[src/rtl/freq_ratio_monitor.sv]
// Measures period and high time of a divided clock in system-clock cycles and
// derives divide ratio, power-of-two exponent, 50% duty flag, lock and loss-of-signal.
module freq_ratio_monitor #(
    parameter int CNT_W    = 16,
    parameter int LOCK_CNT = 4
) (
    input  logic             clk,
    input  logic             rst,
    input  logic             en,
    input  logic             sig_in,
    output logic [CNT_W-1:0] period,
    output logic [CNT_W-1:0] high_time,
    output logic             meas_valid,
    output logic             locked,
    output logic             no_signal,
    output logic             is_pow2,
    output logic [4:0]       div_exp,
    output logic             duty_50
);

    localparam int MW = (LOCK_CNT > 2) ? $clog2(LOCK_CNT) : 1;
    localparam logic [CNT_W-1:0] CNT_MAX   = '1;
    localparam logic [MW-1:0]    MATCH_MAX = MW'(LOCK_CNT - 1);

    typedef enum logic [1:0] {ST_IDLE, ST_MEASURE, ST_LOCKED} state_t;

    state_t           state_q, state_d;
    logic             s1_q, s2_q, s3_q, s1_d, s2_d, s3_d;
    logic [CNT_W-1:0] cnt_q, cnt_d, hcnt_q, hcnt_d;
    logic [CNT_W-1:0] period_q, period_d, high_time_q, high_time_d;
    logic [MW-1:0]    match_q, match_d;
    logic             have_prev_q, have_prev_d;
    logic             meas_valid_q, meas_valid_d, locked_q, locked_d;
    logic             no_signal_q, no_signal_d, is_pow2_q, is_pow2_d, duty_50_q, duty_50_d;
    logic [4:0]       div_exp_q, div_exp_d;
    logic             rise;
    logic [CNT_W-1:0] high_meas;

    function automatic logic [CNT_W-1:0] sat_inc(input logic [CNT_W-1:0] v);
        return (v == CNT_MAX) ? v : v + 1'b1;
    endfunction

    function automatic logic [4:0] onehot_log2(input logic [CNT_W-1:0] v);
        logic [4:0] e;
        e = '0;
        for (int i = 0; i < CNT_W; i++)
            if (v[i]) e = 5'(i);
        return e;
    endfunction

    always_comb begin
        s1_d         = sig_in;
        s2_d         = s1_q;
        s3_d         = s2_q;
        rise         = s2_q & ~s3_q;
        high_meas    = s3_q ? sat_inc(hcnt_q) : hcnt_q;
        state_d      = state_q;
        period_d     = period_q;
        high_time_d  = high_time_q;
        match_d      = match_q;
        have_prev_d  = have_prev_q;
        meas_valid_d = 1'b0;
        locked_d     = locked_q;
        no_signal_d  = no_signal_q;
        is_pow2_d    = is_pow2_q;
        div_exp_d    = div_exp_q;
        duty_50_d    = duty_50_q;

        if (rise) begin
            cnt_d  = CNT_W'(1);
            hcnt_d = '0;
        end else begin
            cnt_d  = sat_inc(cnt_q);
            hcnt_d = high_meas;
        end

        case (state_q)
            ST_IDLE: begin
                if (rise) begin
                    state_d     = ST_MEASURE;
                    no_signal_d = 1'b0;
                    have_prev_d = 1'b0;
                    match_d     = '0;
                end
            end
            ST_MEASURE, ST_LOCKED: begin
                if (rise) begin
                    // A rise coinciding with saturation still counts as a measurement.
                    period_d     = cnt_q;
                    high_time_d  = high_meas;
                    meas_valid_d = 1'b1;
                    is_pow2_d    = $onehot(cnt_q);
                    div_exp_d    = $onehot(cnt_q) ? onehot_log2(cnt_q) : 5'd0;
                    duty_50_d    = ({high_meas, 1'b0} == {1'b0, cnt_q});
                    if (have_prev_q && (cnt_q == period_q))
                        match_d = (match_q == MATCH_MAX) ? match_q : match_q + 1'b1;
                    else
                        match_d = '0;
                    have_prev_d = 1'b1;
                    locked_d    = (match_d == MATCH_MAX);
                    state_d     = locked_d ? ST_LOCKED : ST_MEASURE;
                end else if (cnt_q == CNT_MAX) begin
                    no_signal_d = 1'b1;
                    locked_d    = 1'b0;
                    match_d     = '0;
                    have_prev_d = 1'b0;
                    state_d     = ST_IDLE;
                end
            end
            default: state_d = ST_IDLE;
        endcase

        // Disable clears everything except the synchronizer, which keeps tracking sig_in.
        if (!en) begin
            state_d      = ST_IDLE;
            cnt_d        = '0;
            hcnt_d       = '0;
            period_d     = '0;
            high_time_d  = '0;
            match_d      = '0;
            have_prev_d  = 1'b0;
            meas_valid_d = 1'b0;
            locked_d     = 1'b0;
            no_signal_d  = 1'b0;
            is_pow2_d    = 1'b0;
            div_exp_d    = '0;
            duty_50_d    = 1'b0;
        end
    end

    always_ff @(posedge clk) begin
        if (!rst) begin
            state_q      <= ST_IDLE;
            s1_q         <= 1'b0;
            s2_q         <= 1'b0;
            s3_q         <= 1'b0;
            cnt_q        <= '0;
            hcnt_q       <= '0;
            period_q     <= '0;
            high_time_q  <= '0;
            match_q      <= '0;
            have_prev_q  <= 1'b0;
            meas_valid_q <= 1'b0;
            locked_q     <= 1'b0;
            no_signal_q  <= 1'b0;
            is_pow2_q    <= 1'b0;
            div_exp_q    <= '0;
            duty_50_q    <= 1'b0;
        end else begin
            state_q      <= state_d;
            s1_q         <= s1_d;
            s2_q         <= s2_d;
            s3_q         <= s3_d;
            cnt_q        <= cnt_d;
            hcnt_q       <= hcnt_d;
            period_q     <= period_d;
            high_time_q  <= high_time_d;
            match_q      <= match_d;
            have_prev_q  <= have_prev_d;
            meas_valid_q <= meas_valid_d;
            locked_q     <= locked_d;
            no_signal_q  <= no_signal_d;
            is_pow2_q    <= is_pow2_d;
            div_exp_q    <= div_exp_d;
            duty_50_q    <= duty_50_d;
        end
    end

    assign period     = period_q;
    assign high_time  = high_time_q;
    assign meas_valid = meas_valid_q;
    assign locked     = locked_q;
    assign no_signal  = no_signal_q;
    assign is_pow2    = is_pow2_q;
    assign div_exp    = div_exp_q;
    assign duty_50    = duty_50_q;

endmodule

[config.mk]
export PLATFORM = sky130hd
export DESIGN_NAME = freq_ratio_monitor
export DESIGN_NICKNAME = d
export VERILOG_FILES = /design/src/rtl/freq_ratio_monitor.sv
export SDC_FILE = /design/constraint.sdc
export NUM_CORES = 1
export LEC_CHECK = 0
export ABC_AREA = 1
export CAP_MARGIN = 0
export CORE_AREA = 8 8 106 108
export DETAILED_ROUTE_END_ITERATION = 10
export DIE_AREA = 0 0 114 116
export HOLD_SLACK_MARGIN = 0.05
export PLACE_DENSITY = 0.74
export SLEW_MARGIN = 0
export SYNTH_ARGS = -nofsm -noshare
export SYNTH_HDL_FRONTEND = slang
export SYNTH_SLANG_ARGS = --single-unit
[constraint.sdc]
create_clock -name clk -period 7.3 [get_ports clk]
set_input_delay 0.73 -clock clk [delete_from_list [all_inputs] [get_ports clk]]
set_output_delay 0.73 -clock clk [all_outputs]
set_load 0.02 [all_outputs]
==> results.md <==
- Congestion Overflow GR: 0
- Root buf cell: clkbuf_8
- Post-detail-place hpwl: 10700 um
- VDD IR max: 0.119 mV
- ANT cells: 0
- First-pass GRT wire length: 22200 um
- Setup total negative slack: 0 ps
- Worst-margin pin slew: 935 ps
- Clock Latency Late Sink: 350 ps
- IO Pins: 46
- Slew HR: 37.6%
- Post CTS Setup Buffer Count: 0
- WS Path Type: reg2reg
- Area of the die: 0.0132 mm2
- Die Ht: 116 um
- Status: completed
- Critical path peak fanout: 10
- PostCTS Resize Cnt: 0
- Initial Util: 49.1%
- Core footprint: 0.00955 mm2
- Via density: 5.42
- Drt pass-1 iters: 5
- Crit path capture type: flip-flop
- Row Count: 36
- Power per Cell Area: 154 mW/mm2
- Maxcap violations: 0
- DRC errors left: 0
- Largest net degree at the start of global routing: 63
- Multi-input gate area: 0.00260 mm2
- RSZ-0062 raised after global routing: no
- Post-synth EDFFs: 0
- Port Buffers: 44
- Per-cell routed wire length: 16.5 um
- Layout Skew: 9.00 ps
- Post-synth cell types: 46
- Share of power burned in the clock network: 41.2%
- Leakage: 2.36 nW
- Post-place instance area: 0.00520 mm2
- Worst path cell trace: inv_1 > fa_1 > inv_1 > fa_1 > fa_1 > inv_1 > fa_1 > inv_1 > ha_1 > fa_1 > nor4_1 > inv_1 > nor4_2 > inv_1 > a21oi_1 > nand2_1 > a21oi_1
- Setup crit start kind: flip-flop
- Final Cell Area: 0.00540 mm2
- Gpl congestion: 0.972
- Synthesized flop and latch total: 81
- Sw Share: 24.6%
- Syn-to-layout area delta: 15.2%
- CP delay by family, top: adder cells
- Reg power frac: 53.9%
- TritonCTS buffer count: 9
- Max-slew violations: 0
- Fraction of layout cells with a size suffix above 1: 7.66%
- Worst EP required: 7560 ps
- FF+latch area: 0.00162 mm2
- H-tree levels: 3
- WP buf/inv: 6
- Vias: 4541
- Vias in the first global route: 4382
- HP Class: reg2reg
- Yosys warnings: 0
- Shortest period the worst path allows: 4620 ps
- Int Pwr: 0.627 mW
- GRT Total Usage: 21.4%
- Final Setup Violations: 0
- Sequential-to-total area share from yosys stat: 34.6%
- Filler cells: 912
- Clk buf depth: 2
- Syn Area/Cell: 7.02 um2
- CTS Hold Buffers Added: 0
- Clock slew at reported path FFs: 90 ps
- Top_reg_cell synth: dfxtp_1
- Final hold violations: 0
- Gate Count Post-Synth: 668
- Post-route clock period utilization: 63.4%
- Antenna viol nets, final: 0
- DIE WIDTH: 114 um
- Max incr delay on CP: 530 ps
- CP most frequent cell: inv_1
- Asr flop ratio synth: 0%
- DRT iter0 DRCs: 363
- Total power: 0.832 mW
- Synthesized net count: 691
- TritonCTS clock tree: done
- CP Data Arrival Time: 4890 ps
- Sink Count: 81
- WL final: 13900 um
- Initial antenna violation count: 0
- Crit-path slowest cell: dfxtp_1
- Peak Freq: 0.216 GHz
- Comb pwr share: 5.0%
- Syn Std Cell Area: 0.00469 mm2
- Nets@finish: 723
- NetSw: 0.205 mW
==> area by class of cell <==
type,instances,area share [%]
sequential,81,30.0
clock buffer,11,2.62
timing repair buffer,45,8.29
tap,133,3.08
clock inverter,5,1.16
inverter,95,6.60
multi-input combinational,468,48.2
==> metal layers <==
layer  global-route usage [%]  up-vias  share of wire, %
met5                        0        -                 0
met4                     11.3        0               4.0
met3                     3.07       35               6.0
met2                     37.3      171                50
met1                     24.9     2098                41
li1                         -     2237                 -
==> logic make-up after synthesis <==
logic type      share of synthesized area (%)
xor+xnor                                 3.84
flops                                    34.6
fa+ha+maj                                6.67
buf+inv                                  9.85
simple gates                             29.9
other cells                            0.0800
compound gates                           15.1
==> stage by stage <==
stage | util [%] | worst slack (ps) | cells | hold WS, ps
after floorplan | - | 3140 | 668 | 390
after global placement | 54.4 | 2830 | 822 | 397
after detailed placement | 54.4 | 2740 | 822 | 413
after CTS | 56.6 | 2700 | 838 | 436
after global routing | 56.6 | 2340 | 838 | 448
final | 56.6 | 2680 | 838 | 437
==> flip-flops by register name, indices dropped and copies added (netlist names) <==
signal / cells
cnt_q: 16
div_exp: 4
duty_50: 1
have_prev_q: 1
hcnt_q: 16
high_time: 16
is_pow2: 1
locked: 1
match_q: 2
meas_valid: 1
no_signal: 1
period: 16
s1_q: 1
s2_q: 1
s3_q: 1
state_q: 2
==> cells in the final DEF, fill, tap and decap left out, types with 3 or more instances in the layout <==
cell,Yosys,routed
a211oi_1,4,4
a21oi_1,57,57
clkbuf_8,0,10
clkdlybuf4s50_1,0,44
dfxtp_1,81,81
fa_1,10,10
ha_1,9,9
inv_1,87,87
inv_2,8,8
nand2_1,143,143
nand2_2,8,8
nand3_1,44,44
nand3_2,4,4
nand4_1,12,12
nor2_1,50,50
nor2_2,3,3
nor2_4,4,4
nor3_1,12,12
nor3_2,3,3
nor3b_1,3,3
nor4_1,4,4
o211ai_1,4,4
o21ai_0,50,50
o21ai_1,6,6
xor2_1,16,16
==> worst min-delay path, stage by stage (launching register included) <==
cell and delay (ps):
dfxtp_1 310, nand2_1 60, inv_1 30
==> power by group through the flow <==
stage	clock, mW	combinational [mW]	sequential, mW
5_1_grt	0.364	0.0462	0.449
6_report	0.342	0.0412	0.448
2_1_floorplan	0	0.0292	0.457
3_5_place_dp	0	0.0411	0.458
3_3_place_gp	0	0.0404	0.458
4_1_cts	0.345	0.0413	0.448
==> synth_stat cells (2+ instances only) <==
master,instances,share of area [%]
xnor2_1,2,0.37
ha_1,9,2.4
clkbuf_1,14,1.1
nor3_2,3,0.64
nand2_4,2,0.48
o211ai_1,4,0.64
inv_2,8,0.64
buf_2,5,0.53
inv_1,87,7.0
nand3_1,44,4.7
nand3_2,4,0.85
nand4_1,12,1.6
nor2_1,50,4.0
xor2_1,16,3.0
o21ai_2,2,0.37
nor4_1,4,0.53
nor3b_1,3,0.48
fa_1,10,4.3
nor2_2,3,0.40
nand2_1,143,11
a211oi_1,4,0.64
dfxtp_1,81,35
o21ai_0,50,5.3
a21oi_1,57,6.1
nor3_1,12,1.3
o21ai_1,6,0.64
a31oi_1,2,0.27
buf_4,2,0.32
buf_1,2,0.16
nand2_2,8,1.1
nor2_4,4,0.96
==> final timing paths <==
| path | from | end | slack (ps) | cells after the start |
|---|---|---|---|---|
| worst max-delay path | cnt_q[9]$_SDFFE_PP0N_ | div_exp[0]$_SDFFE_PN0P_ | 2680 | 17 |
| worst min-delay path | s1_q$_SDFF_PN0_ | s2_q$_SDFF_PN0_ | 440 | 2 |
| worst max register to register | cnt_q[9]$_SDFFE_PP0N_ | div_exp[0]$_SDFFE_PN0P_ | 2680 | 17 |
| worst min register to register | s1_q$_SDFF_PN0_ | s2_q$_SDFF_PN0_ | 440 | 2 |
No activity file was read; power rests on OpenSTA's default activity.
